`src/rtl/fifo_reader_pkg.sv`:
```
// fifo_reader_pkg: shared types and constants for the fifo_reader read engine.
//   state_e      - IDLE / BURST / DRAIN controller states
//   OBUF_DEPTH   - entries in the output re-timing buffer
//   RD_COUNT_W   - width of the delivered-word statistics counter
//   obuf_ptr_inc - wrap-around pointer increment for the output buffer
package fifo_reader_pkg;

  typedef enum logic [1:0] {
    IDLE  = 2'd0,
    BURST = 2'd1,
    DRAIN = 2'd2
  } state_e;

  localparam int OBUF_DEPTH = 3;
  localparam int RD_COUNT_W = 16;

  function automatic logic [1:0] obuf_ptr_inc(input logic [1:0] p);
    return (p == 2'(OBUF_DEPTH - 1)) ? 2'd0 : p + 2'd1;
  endfunction

endpackage

```
`src/rtl/fifo_reader_obuf.sv`:
```
// fifo_reader_obuf: 3-entry circular buffer holding {last, data} words between
// the FIFO read port and the output stream.
// Ports:
//   clk, rst             - clock, async active-high reset
//   push_i               - write {push_last_i, push_data_i} at the edge
//   push_data_i          - word to store
//   push_last_i          - end-of-burst tag for that word
//   pop_i                - drop the head entry at the edge
//   head_data_o          - data of the oldest entry
//   head_last_o          - tag of the oldest entry
//   occ_o                - number of valid entries (0..3)
module fifo_reader_obuf
  import fifo_reader_pkg::*;
#(
  parameter int NUM_BITS = 32
) (
  input  logic                clk,
  input  logic                rst,
  input  logic                push_i,
  input  logic [NUM_BITS-1:0] push_data_i,
  input  logic                push_last_i,
  input  logic                pop_i,
  output logic [NUM_BITS-1:0] head_data_o,
  output logic                head_last_o,
  output logic [1:0]          occ_o
);

  logic [NUM_BITS:0] mem_q [OBUF_DEPTH];
  logic [1:0]        wr_ptr_q;
  logic [1:0]        rd_ptr_q;
  logic [1:0]        occ_q;
  logic [1:0]        occ_d;

  always_comb begin
    occ_d = occ_q;
    unique case ({push_i, pop_i})
      2'b10:   occ_d = occ_q + 2'd1;
      2'b01:   occ_d = occ_q - 2'd1;
      default: occ_d = occ_q;
    endcase
  end

  // Entries are cleared on reset so the stream data output reads zero.
  always_ff @(posedge clk or posedge rst) begin
    if (rst) begin
      for (int i = 0; i < OBUF_DEPTH; i++) mem_q[i] <= '0;
      wr_ptr_q <= '0;
      rd_ptr_q <= '0;
      occ_q    <= '0;
    end else begin
      if (push_i) begin
        mem_q[wr_ptr_q] <= {push_last_i, push_data_i};
        wr_ptr_q        <= obuf_ptr_inc(wr_ptr_q);
      end
      if (pop_i) rd_ptr_q <= obuf_ptr_inc(rd_ptr_q);
      occ_q <= occ_d;
    end
  end

  assign head_data_o = mem_q[rd_ptr_q][NUM_BITS-1:0];
  assign head_last_o = mem_q[rd_ptr_q][NUM_BITS];
  assign occ_o       = occ_q;

endmodule

```
`src/rtl/fifo_reader.sv`:
```
// fifo_reader: burst read engine for a synchronous FIFO. Pops words in bursts
// and re-times them onto a valid/ready stream with a per-burst last marker.
// Optional feature macro: FIFO_READER_STATS_EN adds the rd_count output.
// Ports:
//   clk, rst       - clock, async active-high reset
//   enable         - allow full bursts of BURST_LEN words
//   flush          - allow a short burst of whatever the FIFO holds
//   fifo_empty     - FIFO empty flag
//   fifo_counter   - FIFO occupancy
//   fifo_out       - FIFO read data, valid the cycle after a pop
//   fifo_rd_en     - FIFO pop request
//   m_data/m_valid/m_ready/m_last - output stream
//   busy           - controller not in IDLE
//   rd_count       - words delivered, wrapping (FIFO_READER_STATS_EN only)
//
// state | meaning
// IDLE  | waiting for enable (full burst) or flush (short burst)
// BURST | issuing pops until len words have been requested
// DRAIN | waiting for in-flight and buffered words to leave
module fifo_reader
  import fifo_reader_pkg::*;
#(
  parameter int NUM_BITS  = 32,
  parameter int DEPTH     = 8,
  parameter int CNT_W     = 4,
  parameter int BURST_LEN = 4
) (
  input  logic                  clk,
  input  logic                  rst,
  input  logic                  enable,
  input  logic                  flush,
  input  logic                  fifo_empty,
  input  logic [CNT_W-1:0]      fifo_counter,
  input  logic [NUM_BITS-1:0]   fifo_out,
  output logic                  fifo_rd_en,
  output logic [NUM_BITS-1:0]   m_data,
  output logic                  m_valid,
  input  logic                  m_ready,
  output logic                  m_last,
  output logic                  busy
`ifdef FIFO_READER_STATS_EN
  ,
  output logic [RD_COUNT_W-1:0] rd_count
`endif
);

  state_e             state_q, state_d;
  logic [CNT_W-1:0]   len_q, len_d;
  logic [CNT_W-1:0]   issued_q, issued_d;
  logic               inflight_q;
  logic               inflight_last_q;
  logic               rd_en;
  logic               pop_last;
  logic [1:0]         obuf_occ;
  logic [NUM_BITS-1:0] head_data;
  logic               head_last;
  logic               xfer;

  always_comb begin
    state_d  = state_q;
    len_d    = len_q;
    issued_d = issued_q;
    rd_en    = 1'b0;
    unique case (state_q)
      IDLE: begin
        issued_d = '0;
        if (enable && (fifo_counter >= CNT_W'(BURST_LEN))) begin
          state_d = BURST;
          len_d   = CNT_W'(BURST_LEN);
        end else if (flush && !fifo_empty) begin
          state_d = BURST;
          len_d   = (fifo_counter > CNT_W'(DEPTH)) ? CNT_W'(DEPTH) : fifo_counter;
        end
      end
      BURST: begin
        // Pops are throttled so every requested word has a free buffer slot.
        rd_en = !fifo_empty && (issued_q < len_q) &&
                (({1'b0, obuf_occ} + {2'b00, inflight_q}) < 3'(OBUF_DEPTH));
        if (rd_en) issued_d = issued_q + CNT_W'(1);
        if (issued_d == len_q) state_d = DRAIN;
      end
      DRAIN: begin
        if ((obuf_occ == 2'd0) && !inflight_q) state_d = IDLE;
      end
      default: state_d = IDLE;
    endcase
  end

  // The last marker is attached at pop time; FIFO order carries it to the
  // word with delivered index len-1.
  assign pop_last = rd_en && (issued_q == (len_q - CNT_W'(1)));

  always_ff @(posedge clk or posedge rst) begin
    if (rst) begin
      state_q         <= IDLE;
      len_q           <= '0;
      issued_q        <= '0;
      inflight_q      <= 1'b0;
      inflight_last_q <= 1'b0;
    end else begin
      state_q         <= state_d;
      len_q           <= len_d;
      issued_q        <= issued_d;
      inflight_q      <= rd_en;
      inflight_last_q <= pop_last;
    end
  end

  fifo_reader_obuf #(
    .NUM_BITS (NUM_BITS)
  ) u_obuf (
    .clk         (clk),
    .rst         (rst),
    .push_i      (inflight_q),
    .push_data_i (fifo_out),
    .push_last_i (inflight_last_q),
    .pop_i       (xfer),
    .head_data_o (head_data),
    .head_last_o (head_last),
    .occ_o       (obuf_occ)
  );

  assign m_valid    = (obuf_occ != 2'd0);
  assign m_data     = head_data;
  assign m_last     = m_valid && head_last;
  assign xfer       = m_valid && m_ready;
  assign fifo_rd_en = rd_en;
  assign busy       = (state_q != IDLE);

`ifdef FIFO_READER_STATS_EN
  logic [RD_COUNT_W-1:0] rd_count_q;

  always_ff @(posedge clk or posedge rst) begin
    if (rst)       rd_count_q <= '0;
    else if (xfer) rd_count_q <= rd_count_q + RD_COUNT_W'(1);
  end

  assign rd_count = rd_count_q;
`endif

endmodule

```
`config.mk`:
```
export PLATFORM = sky130hd
export DESIGN_NAME = fifo_reader
export DESIGN_NICKNAME = d
export VERILOG_FILES = /design/src/rtl/fifo_reader_pkg.sv /design/src/rtl/fifo_reader_obuf.sv /design/src/rtl/fifo_reader.sv
export SDC_FILE = /design/constraint.sdc
export NUM_CORES = 1
export LEC_CHECK = 0
export CAP_MARGIN = 15
export CORE_UTILIZATION = 41
export DETAILED_ROUTE_END_ITERATION = 10
export GPL_TIMING_DRIVEN = 0
export SYNTH_ARGS = -nofsm -noshare
export SYNTH_HDL_FRONTEND = slang
export SYNTH_HIERARCHICAL = 1
export SYNTH_SLANG_ARGS = --single-unit
```
`constraint.sdc`:
```
create_clock -name clk -period 4.02 [get_ports clk]
set_input_delay 0.804 -clock clk [delete_from_list [all_inputs] [get_ports clk]]
set_output_delay 0.804 -clock clk [all_outputs]
set_load 0.02 [all_outputs]
```
## After elaboration in Yosys (flattened, before gate mapping)

Index checks and enable logic that the tools add are counted.

| word-level totals | value |
|---|---|
| flip-flop bits (word level) | 117 |
| bits in latches | 0 |
| memory bits (writable) | 0 |
| ROM bits | 0 |
| input port bits | 42 |
| output and inout bits | 36 |
| word-level logic and storage cells | 79 |
| memories kept | 0 |

| cells by class | value |
|---|---|
| add/sub/neg operators | 7 |
| multiply operators | 0 |
| div/mod/pow operators | 0 |
| $lt $le $gt $ge | 7 |
| equality and inequality tests | 11 |
| shifts and indexed selects | 0 |
| mux-type cells | 21 |
| bitwise operators | 2 |
| reduce and logical (&&, ||, !) cells | 20 |

Operators with widths:

| kind | count |
|---|---|
| $bwmux W99 | 1 |
| $mux W33 | 3 |
| $bmux W33 S2 | 1 |
| $demux W33 S2 | 1 |
| $mux W4 | 5 |
| $mux W2 | 6 |
| $reduce_bool A2 Y1 | 5 |
| $logic_and A1 B1 Y1 | 9 |
| $eq A2 B2 Y1 const B | 4 |
| $eq A4 B4 Y1 | 2 |
| $pmux W4 S2 | 1 |
| $add A2 B1 Y2 const B | 3 |
| $ge A3 B3 Y1 const B | 2 |
| $not A2 Y3 | 2 |
| $pmux W2 S3 | 1 |
| $add A4 B1 Y4 const B | 1 |
| $eq A2 B1 Y1 const B | 2 |
| $ge A4 B3 Y1 const B | 1 |
| $gt A4 B4 Y1 const B | 1 |
| $logic_not A2 Y1 | 2 |
| $lt A4 B4 Y1 | 1 |
| $ne A2 B2 Y1 const B | 2 |
| $pmux W2 S2 | 1 |
| $sub A4 B1 Y4 const B | 1 |
| 9 further kinds | 10 |

## Longest topological paths before layout

Gate-level depths: netlist of the first run.

| depth | value |
|---|---|
| depth in word-level cells | 8 |
| depth in mapped cells | 8 |
| depth with buffers taken out | 7 |

## Modules after synthesis

The synthesis of the first run kept the hierarchy.

By module, submodules not included:

| module | times used | cells each | area each (um^2) | sequential area each (um^2) |
|---|---|---|---|---|
| fifo_reader_obuf | 1 | 342 | 4724.5 | 2627.5 |
| fifo_reader | 1 | 99 | 922.1 | 300.3 |

## Worst setup path after synthesis of the first run

OpenSTA, ideal clock, no wires.

| timing | value |
|---|---|
| path kind | register to output |
| from | register inflight_q |
| to | output fifo_rd_en |
| arrival | 1584 ps |
| required time | 3216 ps |
| slack | 1632 ps |
| cell stages (with the launch flop) | 7 |
| buffers on the path | 1 |
| cells stage by stage | dfrtp_1 > ha_1 > ha_1 > a22oi_1 > and2_1 > buf_2 > and3_1 |

| between the ends | value |
|---|---|
| longest elaborated chain between the ends | 4 |

Ends and longest elaborated chain:

| item | line | RTL |
|---|---|---|
| from (decl) | fifo_reader.sv:50 | `logic inflight_q;` |
| from (signal assigned) | fifo_reader.sv:104 | `inflight_q <= rd_en;` |
| $add A2 B1 Y3 | fifo_reader.sv:78 | `(({1'b0, obuf_occ} + {2'b00, inflight_q}) < 3'(OBUF_DEPTH));` |
| $lt A3 B2 Y1 | fifo_reader.sv:78 |  |
| $logic_and A1 B1 Y1 | fifo_reader.sv:77 | `rd_en = !fifo_empty && (issued_q < len_q) &&` |
| $mux W1 | fifo_reader.sv:64 | `unique case (state_q)` |
| to (decl) | fifo_reader.sv:35 | `output logic fifo_rd_en,` |

No other way between the ends.

## Worst setup path in the final report of the first run

| timing | value |
|---|---|
| from | register u_obuf.rd_ptr_q[0] |
| to | output m_last |

| between the ends | value |
|---|---|
| longest elaborated chain between the ends | 5 |

Ends and longest elaborated chain:

| item | line | RTL |
|---|---|---|
| from (decl) | fifo_reader_obuf.sv:30 | `logic [1:0] rd_ptr_q;` |
| from (signal assigned) | fifo_reader_obuf.sv:55 | `if (pop_i) rd_ptr_q <= obuf_ptr_inc(rd_ptr_q);` |
| $not A2 Y3 (implied by the code) | fifo_reader_obuf.sv:61 | `assign head_last_o = mem_q[rd_ptr_q][NUM_BITS];` |
| $bmux W33 S2 | fifo_reader_obuf.sv:61 |  |
| $mux W33 (2 in series) | n/a |  |
| net head_last | fifo_reader.sv:56 | `logic head_last;` |
| $logic_and A1 B1 Y1 | fifo_reader.sv:125 | `assign m_last = m_valid && head_last;` |
| to (decl) | fifo_reader.sv:39 | `output logic m_last,` |

The timed path passes the listed nets, and every way through them passes these cells. The select of a mux whose other input is x is not followed.

==> run_results.csv, run 1 <==
group,metric,value,unit
sta,hold_violations,0,
placed_design,dp_hpwl,8.558,mm
clock_network,cts_tree,"built",
hold_path,worstHoldPathCells,1,
synth,ys_async_sr_fraction,1.000,
critical_path,crit_chain,"clkbuf_1 -> nor2b_1 -> clkbuf_1 -> buf_2 -> nand2_1 -> o21ai_0 -> and2_1 -> clkdlybuf4s50_1",
synth,synth_area_leaders,"dfrtp_1 52%, mux2_2 14%, mux2_4 8.0%, mux2i_1 6.0%, o21ai_0 3.5%",
synth,synth-edff-count,0,
synth,syn_nets,492,
critical_path,rr_worst_depth,7,
synth,synth_top_flop_cell,"dfrtp_1",
global_route,grt_usage,0.1937,
synth,synth_cell_types,45,
critical_path,timing.critical_path.mode_cell,"clkbuf_1",
hold_path,hold_class,"register to register",
power_and_ir_drop,p_seq_frac,0.318,
sta,fin_skew,10.63,ps
sta,drv_slew,0,
clock_network,clk_latency,410,ps
synth,yosysTopAreaCellShare,0.5185,
drt,routed_wirelength,12.67,mm
sta,rsz0062_at_grt,"no",
sta,layout_min_cycle_time,3624,ps
final_layout,finalInstanceArea,7269,um2
placed_design,place_area,6668,um2
final_layout,fillerInstances,1169,
drt,routedWlPerCell,17.42,um
synth,syn_area,5647,um2
run_status,status,"complete, no violations",
drt,ant_nets,0,
synth,yosysTopAreaCell,"dfrtp_1",
floorplan,core,13350,um2
sta,period_share,0.9014,
clock_network,clock_path_buffers,2,
placed_design,port_buffers,77,
power_and_ir_drop,max-vdd-ir-drop,0.3873,mV
global_route,grt.overflow.total,0,
critical_path,rrSetupSlack,1850,ps
clock_network,cts_htree_levels,4,
drt,drc,0,
critical_path,critPathMaxStageDelay,600,ps
power_and_ir_drop,power_frac_comb,0.448,
drt,num_vias,3742,
critical_path,cpMaxStageDelayCell,"clkdlybuf4s50_1",
final_layout,layout-drive-gt1-share,0.2940,
critical_path,cp.required,3220,ps
floorplan,rows,42,
clock_network,clk_pin_slew_worst_paths,50,ps
synth,synthCells,441,
floorplan,dieWidth,119.4,um
critical_path,cp.arrival,2820,ps
sta,setup_viol_count_final,0,
critical_path,crit_fanout,10,
clock_network,cts_root_buffer,"clkbuf_16",
synth,yosysMostFrequentCell,"dfrtp_1",
clock_network,hold_buffers,0,
final_layout,n_antenna_cell,0,
critical_path,cp-end-kind,"primary output",
clock_network,post_cts_buffers,0,
critical_path,path_class,"register to primary output",
power_and_ir_drop,p_clk_frac,0.234,
clock_network,cts_resized,0,
sta,worst_hold_slack,503.4,ps
floorplan,fp.dieArea,14250,um2
clock_network,cts_buffers,17,
sta,max_slew_margin,0.5782,
synth,synth_area_per_cell,12.80,um2
final_layout,area_delta_synth_final,28.74,%
global_route,grt_pass1_vias,3958,
global_route,grt_max_degree,62,
critical_path,cp-start-kind,"register",
power_and_ir_drop,p_leak,0.003209,uW
synth,yosys_register_bits,117,
final_layout,finalNetCount,589,
floorplan,start_util,0.4230,
sta,tightestPinTransition,629.2,ps
synth,netlist_top_cells_count,"117 x dfrtp_1, 71 x mux2_2, 40 x o21ai_0",
drt,viasPerCell,5.147,
power_and_ir_drop,p_switching,2252,uW
floorplan,io_pins,78,
synth,synth_warnings,6,
global_route,grt_pass1_wl,20.83,mm
power_and_ir_drop,swShare,0.3437,
power_and_ir_drop,power_density,901.3,nW/um2
sta,timing.fmax,0.2760,GHz
clock_network,cts.sinks,117,
global_route,antenna_found_initial,0,
placed_design,gp_congestion,0.8177,
drt,drt_iter0_drc,198,
flow_run,cap_violations,0,
floorplan,die_y,119.4,um
synth,seq_area_frac_synth,0.5185,
power_and_ir_drop,cellInternalPower,4300,uW
drt,drt_pass1_iterations,4,
-- layout make-up --
class	count	area [um2]	area share
buffer	24	138.9	0.01910
inverter	10	40.04	0.005508
sequential	117	2928	0.4028
clock inverter	10	127.6	0.01756
timing repair buffer	78	798.3	0.1098
multi-input combinational	290	2542	0.3497
tap	176	220.2	0.03029
clock buffer	22	474.2	0.06523
-- stage by stage --
| step | std cells | worst slack, ps | utilization | TNS [ps] | total power, uW |
|---|---|---|---|---|---|
| floorplan | 441 | 455.5 | - | 0 | 3977 |
| global placement | 694 | -1155 | 0.4973 | -120630 | 4964 |
| detailed placement | 695 | 546.7 | 0.4995 | 0 | 5049 |
| CTS | 727 | 364.6 | 0.5446 | 0 | 6614 |
| global route | 727 | 161.4 | 0.5446 | 0 | 6948 |
| finish | 727 | 396.3 | 0.5446 | 0 | 6552 |
-- cells by family after synthesis --
| logic type | Yosys count | synth area share |
|---|---|---|
| multiplexers | 135 | 0.2816 |
| buffers and inverters | 34 | 0.03124 |
| XOR/XNOR | 10 | 0.01684 |
| adder cells (fa/ha/maj) | 9 | 0.01994 |
| flip-flops | 117 | 0.5185 |
| AO/OA/AOI/OAI | 64 | 0.06891 |
| AND/OR/NAND/NOR | 72 | 0.06293 |
-- worst paths after layout --
path                                         start                to
worst max-delay path            u_obuf/rd_ptr_q[0]            m_last
min in group asynchronous                      rst        state_q[0]
worst min-delay path              u_obuf/mem_q[35]  u_obuf/mem_q[35]
worst max register to register          inflight_q        state_q[0]
max in group asynchronous                      rst  u_obuf/mem_q[19]
worst min register to register    u_obuf/mem_q[35]  u_obuf/mem_q[35]
-- critical path: cells and delay by family (launching register included) --
kind / cells / cell delay (ps)
buffers and inverters: 4 / 1490
AND/OR/NAND/NOR: 3 / 430
flip-flops: 1 / 320
AO/OA/AOI/OAI: 1 / 140
-- layer usage --
metal	track usage	routed length (um)	vias to the layer above
met5	0	0	-
met4	0.06719	130	0
met3	0.05747	567	10
met2	0.3096	6201	86
met1	0.2498	5768	1888
li1	-	-	1758
-- placed cells by master, fill, tap and decap left out, types with 2 or more instances in the layout --
master	netlist	layout
mux2i_1	34	34
nand2b_1	2	2
o21ai_0	40	40
bufinv_16	0	3
or2_2	3	3
mux2_2	71	71
nand3_1	5	5
a21oi_1	3	3
ha_1	9	9
xor2_1	4	4
buf_6	3	3
o21ai_1	2	2
nor3_1	3	3
clkbuf_1	6	8
o211ai_1	2	2
o22ai_1	2	2
and2_1	3	3
xnor2_1	5	5
clkbuf_16	0	17
buf_2	12	12
and3_1	3	3
o2bb2ai_1	2	2
dfrtp_1	117	117
o31ai_1	2	2
mux2_4	30	30
inv_1	9	8
a22o_1	4	4
nand2_1	36	36
buf_4	3	3
nor2_1	6	6
clkinv_2	0	6
clkdlybuf4s50_1	0	77
clkbuf_8	0	3
nor2b_1	4	4
-- registers in the layout, indices dropped and copies added (netlist names) --
signal           flops
u_obuf/occ_o         2
u_obuf/wr_ptr_q      2
inflight_last_q      1
issued_q             4
u_obuf/mem_q        99
inflight_q           1
u_obuf/rd_ptr_q      2
state_q              2
len_q                4
-- power by group through the flow --
stage	Sequential [uW]	Clock, uW	Combinational, uW
6_report	2080	1530	2940
5_1_grt	2150	1620	3180
4_1_cts	2080	1560	2970
3_5_place_dp	2090	0	2960
3_3_place_gp	2060	0	2900
2_1_floorplan	2000	0	1980
Power figures use the tool's default switching activity.
==> run 2: changes to the inputs <==
- CORE_UTILIZATION: 41 -> 50
- PLACE_DENSITY: unset -> 0.74
==> run 2 against run 1 <==
Net effect: global-route usage grew 3.5 points; core utilization increased by 12 points; first-iteration DRC count down 19%; sequential share of layout area is 0.24 points higher; sequential cell count did not move; die area shrank 18%; fmax rose by 0.59%; clock power about the same; critical endpoint unchanged; non-clock buffer count stayed put; critical path type unchanged; worst setup slack improved by 21 ps.
==> run_results.csv, run 2 (synthesis gave the netlist of run 1 again) <==
group,metric,value,unit
critical_path,rrSetupSlack,1890,ps
clock_network,post_cts_buffers,0,
sta,drv_slew,0,
hold_path,hold_class,"register to register",
drt,ant_nets,0,
critical_path,cp-end-kind,"primary output",
critical_path,timing.critical_path.mode_cell,"clkbuf_1",
floorplan,die_y,108.3,um
placed_design,place_area,6623,um2
critical_path,cp.arrival,2800,ps
sta,tightestPinTransition,570.5,ps
global_route,grt.overflow.total,0,
placed_design,gp_congestion,0.8613,
critical_path,path_delay_family,"buffers and inverters",
global_route,grt_max_degree,68,
critical_path,timing.rr.start,"inflight_q",
placed_design,dp_hpwl,8.059,mm
final_layout,finalNetCount,589,
clock_network,clk_latency,410,ps
global_route,grt_pass1_wl,20.04,mm
critical_path,crit_chain,"clkbuf_1 -> nor2b_1 -> clkbuf_1 -> buf_2 -> nand2_1 -> o21ai_0 -> and2_1 -> clkdlybuf4s50_1",
floorplan,rows,38,
sta,setup_viol_count_final,0,
drt,viasPerCell,5.504,
drt,num_vias,3803,
clock_network,cts_root_buffer,"clkbuf_16",
global_route,grt_pass1_vias,3959,
power_and_ir_drop,p_leak,0.003192,uW
drt,drc,0,
power_and_ir_drop,power_density,906.2,nW/um2
final_layout,reg_top3,"u_obuf/mem_q (99), issued_q (4), len_q (4)",
power_and_ir_drop,max-vdd-ir-drop,0.5363,mV
final_layout,final_common_cell,"dfrtp_1",
placed_design,port_buffers,77,
final_layout,n_antenna_cell,0,
critical_path,setup.worst_path.start,"u_obuf/rd_ptr_q[0]",
critical_path,cp-start-kind,"register",
sta,fin_skew,6.436,ps
clock_network,cts.sinks,117,
drt,drt_iter0_drc,161,
critical_path,critPathMaxStageDelay,600,ps
critical_path,path_class,"register to primary output",
final_layout,fillerInstances,857,
run_status,status,"complete, no violations",
final_layout,top_register,"u_obuf/mem_q",
critical_path,cp.required,3220,ps
sta,max_slew_margin,0.6176,
sta,layout_min_cycle_time,3602,ps
global_route,antenna_found_initial,0,
clock_network,clock_path_buffers,2,
clock_network,cts_tree,"built",
sta,rsz0062_at_grt,"no",
critical_path,rr_worst_depth,8,
global_route,grt_usage,0.2290,
flow_run,cap_violations,0,
critical_path,r2r-end,"state_q[0]",
clock_network,cts_buffers,17,
final_layout,area_delta_synth_final,27.96,%
floorplan,fp.dieArea,11720,um2
floorplan,dieWidth,108.3,um
sta,hold_violations,0,
sta,period_share,0.8961,
critical_path,crit_fanout,10,
clock_network,hold_buffers,0,
final_layout,largest_reg_flops,99,
critical_path,cpMaxStageDelayCell,"clkdlybuf4s50_1",
drt,routedWlPerCell,17.53,um
floorplan,core,10940,um2
final_layout,layout-drive-gt1-share,0.2976,
clock_network,cts_resized,0,
clock_network,cts_htree_levels,4,
critical_path,crit_end,"m_last",
final_layout,fin_util,0.6608,
critical_path,critPathBufInv,4,
drt,drt_pass1_iterations,4,
floorplan,start_util,0.5164,
final_layout,layout_common_cells,"117 x dfrtp_1, 77 x clkdlybuf4s50_1, 71 x mux2_2",
floorplan,io_pins,78,
drt,routed_wirelength,12.11,mm
critical_path,critical_path_cell_count,8,
final_layout,finalInstanceArea,7226,um2
sta,timing.fmax,0.2776,GHz
clock_network,clk_pin_slew_worst_paths,60,ps
[run 2: worst reg2reg max path: cells and delay by family, from the launching register on]
| family | cells | cell delay [ps] |
|---|---|---|
| fa+ha+maj | 2 | 500 |
| flops | 1 | 420 |
| buf+inv | 1 | 180 |
| compound gates | 3 | 550 |
| simple gates | 2 | 360 |
[run 2: worst min path at each step]
stage / start / end / slack (ps) / depth (start not counted)
6_report: u_obuf/occ_o[1] / u_obuf/occ_o[1] / 500 / 1
5_1_grt: u_obuf/mem_q[68] / u_obuf/mem_q[68] / 510 / 1
4_1_cts: u_obuf/occ_o[1] / u_obuf/occ_o[1] / 500 / 1
3_5_place_dp: u_obuf/occ_o[1] / u_obuf/occ_o[1] / 490 / 1
3_3_place_gp: u_obuf/occ_o[1] / u_obuf/occ_o[1] / 490 / 1
2_1_floorplan: u_obuf/occ_o[1] / u_obuf/occ_o[1] / 460 / 1
[run 2: per-layer routing]
| layer | GRT usage | wire [um] | vias to the layer above |
|---|---|---|---|
| met3 | 0.06329 | 575 | 15 |
| li1 | - | - | 1760 |
| met2 | 0.3708 | 6074 | 92 |
| met1 | 0.2954 | 5324 | 1936 |
| met5 | 0 | 0 | - |
| met4 | 0.08108 | 140 | 0 |
[run 2: metrics by stage]
stage               TNS, ps  total power (uW)  cells  hold slack (ps)  setup WS (ps)
finish                    0              6548    691            497.5          417.7
CTS                       0              6599    691            498.4          392.4
global route              0              6931    691            513.5          240.3
detailed placement        0              5012    659            488.0          550.3
floorplan                 0              3977    441            461.9          455.5
global placement    -112080              4909    658            486.4          -1074
[run 2: area by class of cell]
type / count / area, um2 / area share
multi-input cells: 290 / 2542 / 0.3519
clock buffers: 17 / 425.4 / 0.05887
plain buffers: 24 / 138.9 / 0.01922
well taps: 140 / 175.2 / 0.02424
clock inverters: 15 / 177.7 / 0.02459
flip-flops and latches: 117 / 2928 / 0.4052
inverters: 10 / 40.04 / 0.005541
repair buffers: 78 / 798.3 / 0.1105
[run 2: where the power goes]
group	total, uW	internal [uW]	switching (uW)
registers	2090	1750	345
clock network	1530	975	558
logic	2920	1540	1380
total	6550	4260	2290
==> run 3: changes to the inputs <==
- ABC_AREA: unset -> 1
- CORE_UTILIZATION: 50 -> 55
- PLACE_DENSITY: 0.74 -> 0.8
==> run 3 against run 2 <==
Net effect: sequential share of layout area up 0.25 points; non-clock buffer count up 6; critical endpoint is now fifo_rd_en; worst setup slack worse by 53 ps; power is 0.54% higher; clock skew is 6.6 ps higher; combinational power hardly changed; first-iteration DRC count up 47%; critical path type unchanged; largest power group unchanged; critical path depth unchanged; fmax fell by 1.5%.
==> run_results.csv, run 3 <==
group,metric,value,unit
critical_path,rr_worst_depth,12,
global_route,grt_usage,0.2911,
synth,yosys_register_bits,117,
drt,routed_wirelength,14.14,mm
critical_path,crit_fanout,8,
hold_path,hold_class,"register to register",
critical_path,cp.arrival,2850,ps
global_route,gr-usage-met3,0.06441,
critical_path,cp-start-kind,"register",
sta,hold_violations,0,
power_and_ir_drop,finalPower,6583,uW
clock_network,cts_root_buffer,"clkbuf_8",
global_route,met2_usage,0.4954,
floorplan,dieWidth,102.9,um
critical_path,cp-end-kind,"primary output",
final_layout,n_antenna_cell,0,
final_layout,largest_reg_flops,99,
flow_run,cap_violations,0,
sta,tightestPinTransition,620.3,ps
placed_design,dp_hpwl,9.311,mm
drt,num_vias,4933,
power_and_ir_drop,p_leak,0.003536,uW
final_layout,final_common_cell,"nand2_1",
global_route,antenna_found_initial,0,
critical_path,cp.required,3220,ps
clock_network,cts_htree_levels,4,
final_layout,layout_common_cells,"229 x nand2_1, 117 x dfrtp_1, 77 x clkdlybuf4s50_1",
synth,yosysTopAreaCellShare,0.5227,
floorplan,core,9819,um2
drt,viasPerCell,5.469,
synth,synth_top_flop_cell,"dfrtp_1",
sta,layout_min_cycle_time,3655,ps
global_route,gr-usage-met1,0.3557,
synth,synthCells,659,
synth,yosysMostFrequentCell,"nand2_1",
sta,period_share,0.9093,
clock_network,post_cts_buffers,0,
sta,max_slew_margin,0.5865,
clock_network,cts_buffers,17,
floorplan,die_y,102.9,um
clock_network,clock_path_buffers,2,
placed_design,port_buffers,77,
final_layout,fillerInstances,745,
drt,routedWlPerCell,15.67,um
global_route,grt-busiest-layer,"met2",
sta,timing.fmax,0.2736,GHz
synth,netlist_top_cells_count,"229 x nand2_1, 117 x dfrtp_1, 71 x inv_1",
global_route,grt_pass1_vias,4922,
drt,drt_iter0_drc,237,
clock_network,clk_pin_slew_worst_paths,60,ps
sta,drv_slew,0,
synth,synth_area_leaders,"dfrtp_1 52%, nand2_1 15%, o21ai_1 6.2%, inv_1 4.8%, nand3_1 3.8%",
final_layout,layout-drive-gt1-share,0.1300,
drt,drc,0,
drt,ant_nets,0,
synth,synth-edff-count,0,
clock_network,hold_buffers,0,
power_and_ir_drop,max-vdd-ir-drop,0.4825,mV
sta,setup_viol_count_final,0,
power_and_ir_drop,power_density,916.7,nW/um2
synth,synth_area_per_cell,8.500,um2
drt,drt_pass1_iterations,7,
global_route,grt_pass1_wl,23.07,mm
hold_path,worstHoldPathCells,2,
synth,synth_cell_types,32,
run_status,status,"complete, no violations",
final_layout,area_delta_synth_final,28.19,%
final_layout,reg_top3,"u_obuf/mem_q (99), issued_q (4), len_q (4)",
placed_design,gp_congestion,0.8335,
synth,syn_nets,710,
synth,ys_async_sr_fraction,1.000,
sta,rsz0062_at_grt,"no",
clock_network,cts_tree,"built",
final_layout,finalNetCount,807,
floorplan,rows,36,
clock_network,clk_latency,520,ps
critical_path,path_class,"register to primary output",
global_route,grt.overflow.total,0,
synth,syn_area,5602,um2
sta,setup_tns,0,ps
final_layout,top_register,"u_obuf/mem_q",
synth,yosysTopAreaCell,"dfrtp_1",
floorplan,io_pins,78,
clock_network,cts_resized,0,
global_route,grt_max_degree,71,
synth,seq_area_frac_synth,0.5227,
floorplan,start_util,0.5705,
floorplan,fp.dieArea,10590,um2
clock_network,cts.sinks,117,
sta,fin_skew,13.02,ps
synth,synth_warnings,6,
[run 3: changes by cell type after synthesis, sizes merged, moves of 8 or more]
cell and delta:
mux2i -34, buf +8, o21ai +67, nand3 +42
inv +62, nand2 +199, nor2 +13, mux2 -101
[run 3: area by class of cell]
cell class | instances | area, um2 | area share
Multi-Input combinational cell | 440 | 2162 | 0.3011
Inverter | 72 | 272.8 | 0.03799
Sequential cell | 117 | 2928 | 0.4077
Buffer | 30 | 241.5 | 0.03363
Tap cell | 133 | 166.4 | 0.02317
Clock inverter | 13 | 180.2 | 0.02509
Clock buffer | 19 | 431.7 | 0.06011
Timing Repair Buffer | 78 | 798.3 | 0.1112
[run 3: kinds of logic (layout without fill, tap and decap cells)]
group / after synthesis / after routing / share of synthesized area
AOI/OAI and AO/OA: 117 / 117 / 0.1206
xor gates and xnor gates: 3 / 3 / 0.004691
DFF: 117 / 117 / 0.5227
and+or+nand+nor: 311 / 311 / 0.2406
adders and majority gates: 9 / 9 / 0.02010
buffers and inverters: 102 / 212 / 0.09135
[run 3: final timing paths]
kind                                       start                to  slack (ps)
worst min register to register  u_obuf/mem_q[11]  u_obuf/mem_q[11]         480
max in group asynchronous                    rst  u_obuf/mem_q[53]        2610
worst max register to register        inflight_q        state_q[0]        1940
worst min-delay path            u_obuf/mem_q[11]  u_obuf/mem_q[11]         480
min in group asynchronous                    rst  u_obuf/mem_q[75]         690
worst max-delay path                  inflight_q        fifo_rd_en         360
[run 3: power by group]
group          internal [uW]  switching, uW  total (uW)
Combinational           1220           1700        2930
Clock                   1020            534        1550
Sequential              1750            354        2100
Total                   3990           2590        6580
[run 3: worst max-delay path, cell delays in order (launching register included)]
cell             delay (ps)
dfrtp_1                 490
ha_1                    260
ha_1                    270
nand2_1                 100
nand2_2                 100
nor2_8                  180
nand2_4                  90
nor2_1                  210
clkdlybuf4s50_1         650
[run 3: metrics by stage]
| stage | area [um2] | setup slack [ps] | instances | hold WS [ps] | util |
|---|---|---|---|---|---|
| 4_1_cts | 7181 | 359.5 | 902 | 483.5 | 0.7313 |
| 6_report | 7181 | 364.6 | 902 | 483.6 | 0.7313 |
| 3_3_place_gp | 6539 | -984.1 | 869 | 464.8 | 0.6659 |
| 2_1_floorplan | 5602 | 455.5 | 659 | 453.4 | - |
| 5_1_grt | 7181 | 240.0 | 902 | 510.4 | 0.7313 |
| 3_5_place_dp | 6569 | 672.6 | 870 | 468.8 | 0.6690 |
[run 3: layer usage]
| metal | up-vias | routed length, um |
|---|---|---|
| li1 | 2298 | - |
| met1 | 2415 | 5830 |
| met2 | 197 | 7138 |
| met3 | 23 | 861 |
| met4 | 0 | 308 |
| met5 | - | 0 |
